File: config.mk
export PLATFORM = sky130hd
export DESIGN_NAME = sha3_msg_feeder
export DESIGN_NICKNAME = d
export VERILOG_FILES = /design/src/rtl/sha3_feeder_pkg.sv /design/src/rtl/sha3_digest_serializer.sv /design/src/rtl/sha3_msg_feeder.sv
export SDC_FILE = /design/constraint.sdc
export NUM_CORES = 1
export LEC_CHECK = 0
export CAP_MARGIN = 10
export CORE_MARGIN = 8
export CORE_UTILIZATION = 45
export CTS_BUF_LIST = sky130_fd_sc_hd__clkbuf_4 sky130_fd_sc_hd__clkbuf_8 sky130_fd_sc_hd__clkbuf_16
export DETAILED_ROUTE_END_ITERATION = 8
export PLACE_DENSITY = 0.72
export SYNTH_ARGS = -nofsm -noshare
export SYNTH_HDL_FRONTEND = slang
export SYNTH_SLANG_ARGS = --single-unit
File: constraint.sdc
create_clock -name clk -period 98.9 [get_ports clk]
set_input_delay 14.835 -clock clk [delete_from_list [all_inputs] [get_ports clk]]
set_output_delay 14.835 -clock clk [all_outputs]
set_load 0.01 [all_outputs]
File: src/rtl/sha3_feeder_pkg.sv
// Shared types and widths for the SHA-3 message feeder and its digest serializer.
package sha3_feeder_pkg;

  localparam int WORD_W     = 32;
  localparam int DIGEST_W   = 512;
  localparam int BYTE_NUM_W = 2;

  typedef enum logic [2:0] {
    CORE_RST,
    PACK,
    SEND,
    SEND_PAD,
    WAIT_HASH,
    DRAIN
  } state_e;

  // Drops byte b into lane k of a big-endian word (lane 0 is the MS byte).
  function automatic logic [WORD_W-1:0] place_byte(input logic [WORD_W-1:0] word,
                                                   input logic [7:0]        b,
                                                   input logic [1:0]        k);
    logic [WORD_W-1:0] w;
    w = word;
    case (k)
      2'd0:    w[31:24] = b;
      2'd1:    w[23:16] = b;
      2'd2:    w[15:8]  = b;
      default: w[7:0]   = b;
    endcase
    return w;
  endfunction

endpackage

File: src/rtl/sha3_digest_serializer.sv
// Captures the 512-bit core digest and streams it out MS word first over valid/ready.
module sha3_digest_serializer
  import sha3_feeder_pkg::*;
#(
  parameter int DIGEST_WORDS = 16
) (
  input  logic                clk,
  input  logic                reset,
  input  logic                i_capture,
  input  logic [DIGEST_W-1:0] i_digest,
  output logic                o_done,
  output logic [WORD_W-1:0]   o_data,
  output logic                o_valid,
  input  logic                i_ready,
  output logic                o_last
);

  localparam int IDX_W = $clog2(DIGEST_WORDS);
  localparam logic [IDX_W-1:0] LAST_IDX = IDX_W'(DIGEST_WORDS - 1);

  logic [DIGEST_W-1:0] r_digest;
  logic [IDX_W-1:0]    r_idx;
  logic                r_active;
  logic [WORD_W-1:0]   w_word;
  logic                w_last;

  // NOTE: r_digest is pure data with no reset; o_data is gated by r_active so
  // stale contents never reach the port.
  always_ff @(posedge clk) begin
    if (i_capture) r_digest <= i_digest;
  end

  // NOTE: sequential state uses non-blocking assignments so every flop samples
  // pre-edge values regardless of statement order.
  always_ff @(posedge clk) begin
    if (!reset) begin
      r_idx    <= '0;
      r_active <= 1'b0;
    end else if (i_capture) begin
      r_idx    <= '0;
      r_active <= 1'b1;
    end else if (r_active && i_ready) begin
      r_active <= (r_idx != LAST_IDX);
      r_idx    <= (r_idx == LAST_IDX) ? '0 : r_idx + 1'b1;
    end
  end

  // NOTE: default assignment first keeps this mux free of latches.
  always_comb begin
    w_word = '0;
    for (int i = 0; i < DIGEST_WORDS; i++) begin
      if (r_idx == IDX_W'(i)) w_word = r_digest[DIGEST_W-1-WORD_W*i -: WORD_W];
    end
  end

  assign w_last  = r_active && (r_idx == LAST_IDX);
  assign o_valid = r_active;
  assign o_last  = w_last;
  assign o_data  = r_active ? w_word : '0;
  assign o_done  = w_last && i_ready;

endmodule

File: src/rtl/sha3_msg_feeder.sv
// Byte-serial to 32-bit word packer feeding sha3_low_throughput, plus digest readback
// and a one-cycle core reset between messages.
module sha3_msg_feeder
  import sha3_feeder_pkg::*;
#(
  parameter int DIGEST_WORDS = 16
) (
  input  logic                  clk,
  input  logic                  reset,
  input  logic [7:0]            s_data,
  input  logic                  s_valid,
  input  logic                  s_last,
  output logic                  s_ready,
  output logic                  core_reset,
  output logic [WORD_W-1:0]     core_in,
  output logic                  core_in_ready,
  output logic                  core_is_last,
  output logic [BYTE_NUM_W-1:0] core_byte_num,
  input  logic                  core_buffer_full,
  input  logic [DIGEST_W-1:0]   core_out,
  input  logic                  core_out_ready,
  output logic [WORD_W-1:0]     d_data,
  output logic                  d_valid,
  input  logic                  d_ready,
  output logic                  d_last
);

  state_e                r_state, w_next;
  logic [WORD_W-1:0]     r_word;
  logic [2:0]            r_count;
  logic                  r_is_last;
  logic                  r_pad_owed;
  logic [BYTE_NUM_W-1:0] r_byte_num;
  logic [2:0]            w_count_nxt;
  logic                  w_capture;
  logic                  w_done;

  assign w_count_nxt = r_count + 3'd1;

  always_ff @(posedge clk) begin
    if (!reset) r_state <= CORE_RST;
    else        r_state <= w_next;
  end

  always_comb begin
    w_next        = r_state;
    s_ready       = 1'b0;
    core_reset    = 1'b0;
    core_in_ready = 1'b0;
    w_capture     = 1'b0;
    unique case (r_state)
      CORE_RST: begin
        core_reset = 1'b1;
        w_next     = PACK;
      end
      PACK: begin
        s_ready = 1'b1;
        if (s_valid && (s_last || w_count_nxt == 3'd4)) w_next = SEND;
      end
      SEND: begin
        core_in_ready = 1'b1;
        if (!core_buffer_full)
          w_next = r_is_last ? WAIT_HASH : (r_pad_owed ? SEND_PAD : PACK);
      end
      SEND_PAD: begin
        core_in_ready = 1'b1;
        if (!core_buffer_full) w_next = WAIT_HASH;
      end
      WAIT_HASH: begin
        if (core_out_ready) begin
          w_capture = 1'b1;
          w_next    = DRAIN;
        end
      end
      DRAIN: begin
        if (w_done) w_next = CORE_RST;
      end
      default: w_next = CORE_RST;
    endcase
  end

  // Word assembly; CORE_RST also wipes it so each message starts clean.
  always_ff @(posedge clk) begin
    if (!reset || r_state == CORE_RST) begin
      r_word     <= '0;
      r_count    <= '0;
      r_is_last  <= 1'b0;
      r_pad_owed <= 1'b0;
      r_byte_num <= '0;
    end else begin
      case (r_state)
        PACK: begin
          if (s_valid) begin
            r_word  <= place_byte(r_word, s_data, r_count[1:0]);
            r_count <= w_count_nxt;
            if (s_last) begin
              r_is_last  <= (w_count_nxt != 3'd4);
              r_pad_owed <= (w_count_nxt == 3'd4);
              r_byte_num <= w_count_nxt[1:0];
            end
          end
        end
        SEND: begin
          if (!core_buffer_full) begin
            if (r_pad_owed) begin
              r_word     <= '0;
              r_is_last  <= 1'b1;
              r_byte_num <= '0;
              r_pad_owed <= 1'b0;
            end else if (!r_is_last) begin
              r_word  <= '0;
              r_count <= '0;
            end
          end
        end
        default: ;
      endcase
    end
  end

  assign core_in       = core_in_ready ? r_word : '0;
  assign core_is_last  = core_in_ready && r_is_last;
  assign core_byte_num = core_in_ready ? r_byte_num : '0;

  sha3_digest_serializer #(
    .DIGEST_WORDS(DIGEST_WORDS)
  ) u_serializer (
    .clk      (clk),
    .reset    (reset),
    .i_capture(w_capture),
    .i_digest (core_out),
    .o_done   (w_done),
    .o_data   (d_data),
    .o_valid  (d_valid),
    .i_ready  (d_ready),
    .o_last   (d_last)
  );

endmodule

==> flow_metrics.py <==
metrics = {
    "timing": {
        "fin_tns_setup_ns": 0,
        "max_freq_mhz": 51.1,
        "layout_setup_ws_ns": 79.33,
        "worstMarginPinSlew_ns": 1.24,
        "setup-violations-final": 0,
        "hold_viol": 0,
        "period_needed_ns": 19.57,
        "rsz0062_at_grt": "false",
        "maxSlewViolCount": 0,
        "finClkSkew_ns": 0.0211,
        "finalCritPeriodShare": 0.198,
        "timing.slew.headroom": 0.177,
    },
    "placement": {
        "pre_cts_ws_ns": 79.93,
        "dpl.cell_count": 2674,
        "io_buffers": 598,
        "gp_congestion": 0.912,
        "hpwlAfterDp_um": 55700,
    },
    "floorplan": {
        "rows": 81,
        "core-area_sq_um": 48800,
        "ios": 599,
        "die_area_sq_um": 56700,
        "die_x_um": 238,
        "die_y_um": 238,
        "initial_core_util": 0.454,
    },
    "hold_path": {
        "hold_class": "flop to flop",
    },
    "finish": {
        "area_growth_pct": 37.7,
        "drive_gt1_frac": 0.0673,
        "nets": 2605,
        "final_cell_mix": "clkdlybuf4s50_1 (598), edfxtp_1 (512), a21oi_1 (113)",
        "final_cells": 2793,
        "layout_commonest_cell": "clkdlybuf4s50_1",
    },
    "global_route": {
        "grt-ovfl-total": 0,
        "antenna_found_initial": 28,
        "grt_usage": 0.270,
        "grt_pass1_wl_um": 112000,
        "grt_max_degree": 190,
        "first_global_vias": 16653,
    },
    "cts": {
        "clk_pin_slew_ns": 0.06,
        "cts_root_buf": "clkbuf_16",
        "clock_latency_ns": 0.62,
        "cts_tree": "done",
        "cts_hold_buf": 0,
        "cts_resized": 0,
        "postCtsSetupBuffers": 0,
        "htree_num_levels": 2,
        "cts_sinks": 559,
        "numCtsBuffers": 56,
        "ctsLongestPathBuffers": 3,
    },
    "yosys": {
        "ys_ff_latch": 559,
        "synth_flop_cell": "edfxtp_1",
        "syn_inst": 1514,
        "synth_area_sq_um": 22200,
        "async_flop_share": 0,
        "ys_seq_area_frac": 0.736,
        "avgSynthCellArea_sq_um": 14.7,
        "synth_edf_count": 512,
        "synth.distinct_cells": 59,
        "syn-num-nets": 2051,
        "yosysWarnings": 0,
    },
    "power_and_ir_drop": {
        "peakVddDrop_mv": 0.0124,
        "leakagePower_nw": 9.67,
        "power_density_nw_per_um2": 16.2,
    },
    "route": {
        "wl_um": 80000,
        "firstDrtPassIters": 6,
        "route.vias.total": 16454,
        "drc": 0,
        "antenna_left": 0,
        "viasPerCell": 5.89,
        "wl_per_cell_um": 28.6,
        "drtIter0Drc": 2105,
    },
    "run_status": {
        "status": "complete, no violations",
    },
    "run": {
        "cap_viol_max_count": 0,
    },
    "critical_path": {
        "path_cells": "inv_1 > ha_4 > buf_4 > nor2b_4 > a22oi_1 > nor2_1 > o21ai_0 > a21oi_1 > clkdlybuf4s50_1",
        "cpPeakStageDelay_ns": 0.94,
        "cp-start-kind": "flop",
        "crit_fanout": 42,
        "cp.required_ns": 84.06,
        "cp_slowest_cell": "nor2b_4",
        "arrival_ns": 4.73,
        "endpoint_kind": "output port",
        "criticalPathCategory": "flop to output port",
    },
}
==> cells in the mapped netlist (7+ instances only) <==
cell	instances	area (sq um)
nand3_1	48	240
clkbuf_1	76	285
buf_2	34	170
and2_1	37	231
a221o_1	26	260
o21a_1	30	225
nor2_1	100	375
edfxtp_1	512	15400
o32ai_1	30	263
buf_1	7	26.3
a221oi_1	90	788
nor2b_1	9	56.3
a2111o_1	27	304
ha_1	10	125
inv_1	11	41.3
dfxtp_1	47	941
o21ai_0	89	445
a22oi_1	59	443
o21ai_1	41	205
nand2_1	30	113
a21oi_1	113	566
==> critical path: cells and delay by family, from the launching register on <==
family / cells / cell delay, ns
buf+inv: 3 / 1.41
fa+ha+maj: 1 / 0.53
compound gates: 3 / 0.63
flops: 1 / 0.41
simple gates: 2 / 1.11
==> where the power goes <==
group	switching (mW)	leakage [nW]	internal, mW	total (mW)
sequential	0.000635	4.98	0.259	0.259
combinational	0.00821	3.79	0.0194	0.0276
clock	0.0902	0.890	0.119	0.209
==> stage by stage <==
| step | cell area [sq um] | hold slack, ns | power [mW] | util |
|---|---|---|---|---|
| final | 30600 | 0.455 | 0.496 | 0.625 |
| after global routing | 30500 | 0.481 | 0.508 | 0.625 |
| after global placement | 28700 | 0.443 | 0.292 | 0.588 |
| after detailed placement | 28700 | 0.449 | 0.292 | 0.588 |
| after CTS | 30500 | 0.457 | 0.498 | 0.625 |
| after floorplan | 22200 | 0.433 | 0.269 | - |
==> kinds of logic (layout without fill, tap and decap cells) <==
group / count (synthesis) / in the layout / synth area share
AOI/OAI and AO/OA: 546 / 546 / 0.174
xor gates and xnor gates: 1 / 1 / 0.000395
adders and majority gates: 10 / 10 / 0.00564
buffers and inverters: 140 / 736 / 0.0278
DFF: 559 / 559 / 0.736
muxes: 1 / 1 / 0.000508
other: 0 / 19 / 0
and+or+nand+nor: 257 / 257 / 0.0561
==> path summary, 6_finish.rpt <==
check	slack, ns	startpoint	cells after the start	endpoint
hold reg to reg	0.45	r_word[6]$_SDFFE_PP0P_	2	r_word[6]$_SDFFE_PP0P_
setup reg to reg	94.83	r_state[2]$_SDFFE_PN0P_	5	u_serializer.r_digest[45]$_DFFE_PP_
setup / recovery	79.33	u_serializer.r_idx[0]$_SDFFE_PP0P_	9	d_data[13]
hold / removal	0.45	r_word[6]$_SDFFE_PP0P_	2	r_word[6]$_SDFFE_PP0P_
==> layout make-up <==
| type | count | area (sq um) |
|---|---|---|
| clock buffers | 73 | 1550 |
| well taps | 664 | 831 |
| multi-input cells | 815 | 5340 |
| fillers | 3679 | 18300 |
| repair buffers | 621 | 6170 |
| clock inverters | 27 | 234 |
| inverters | 15 | 57.6 |
| flip-flops and latches | 559 | 16300 |
| diodes | 19 | 47.5 |
==> per-layer routing <==
layer / share of wire / GRT usage / up-vias
met5: 0.0014 / 0 / -
met4: 0.036 / 0.113 / 16
met3: 0.10 / 0.0801 / 162
met2: 0.48 / 0.438 / 996
met1: 0.38 / 0.335 / 8058
li1: - / - / 7222
==> registers in the layout, indices dropped and copies added, names as in the netlist <==
| signal | flops |
|---|---|
| r_word | 32 |
| u_serializer.o_valid | 1 |
| r_state | 3 |
| u_serializer.r_idx | 4 |
| r_byte_num | 2 |
| u_serializer.r_digest | 512 |
| r_count | 3 |
| r_is_last | 1 |
| r_pad_owed | 1 |
Power figures use the tool's default switching activity.
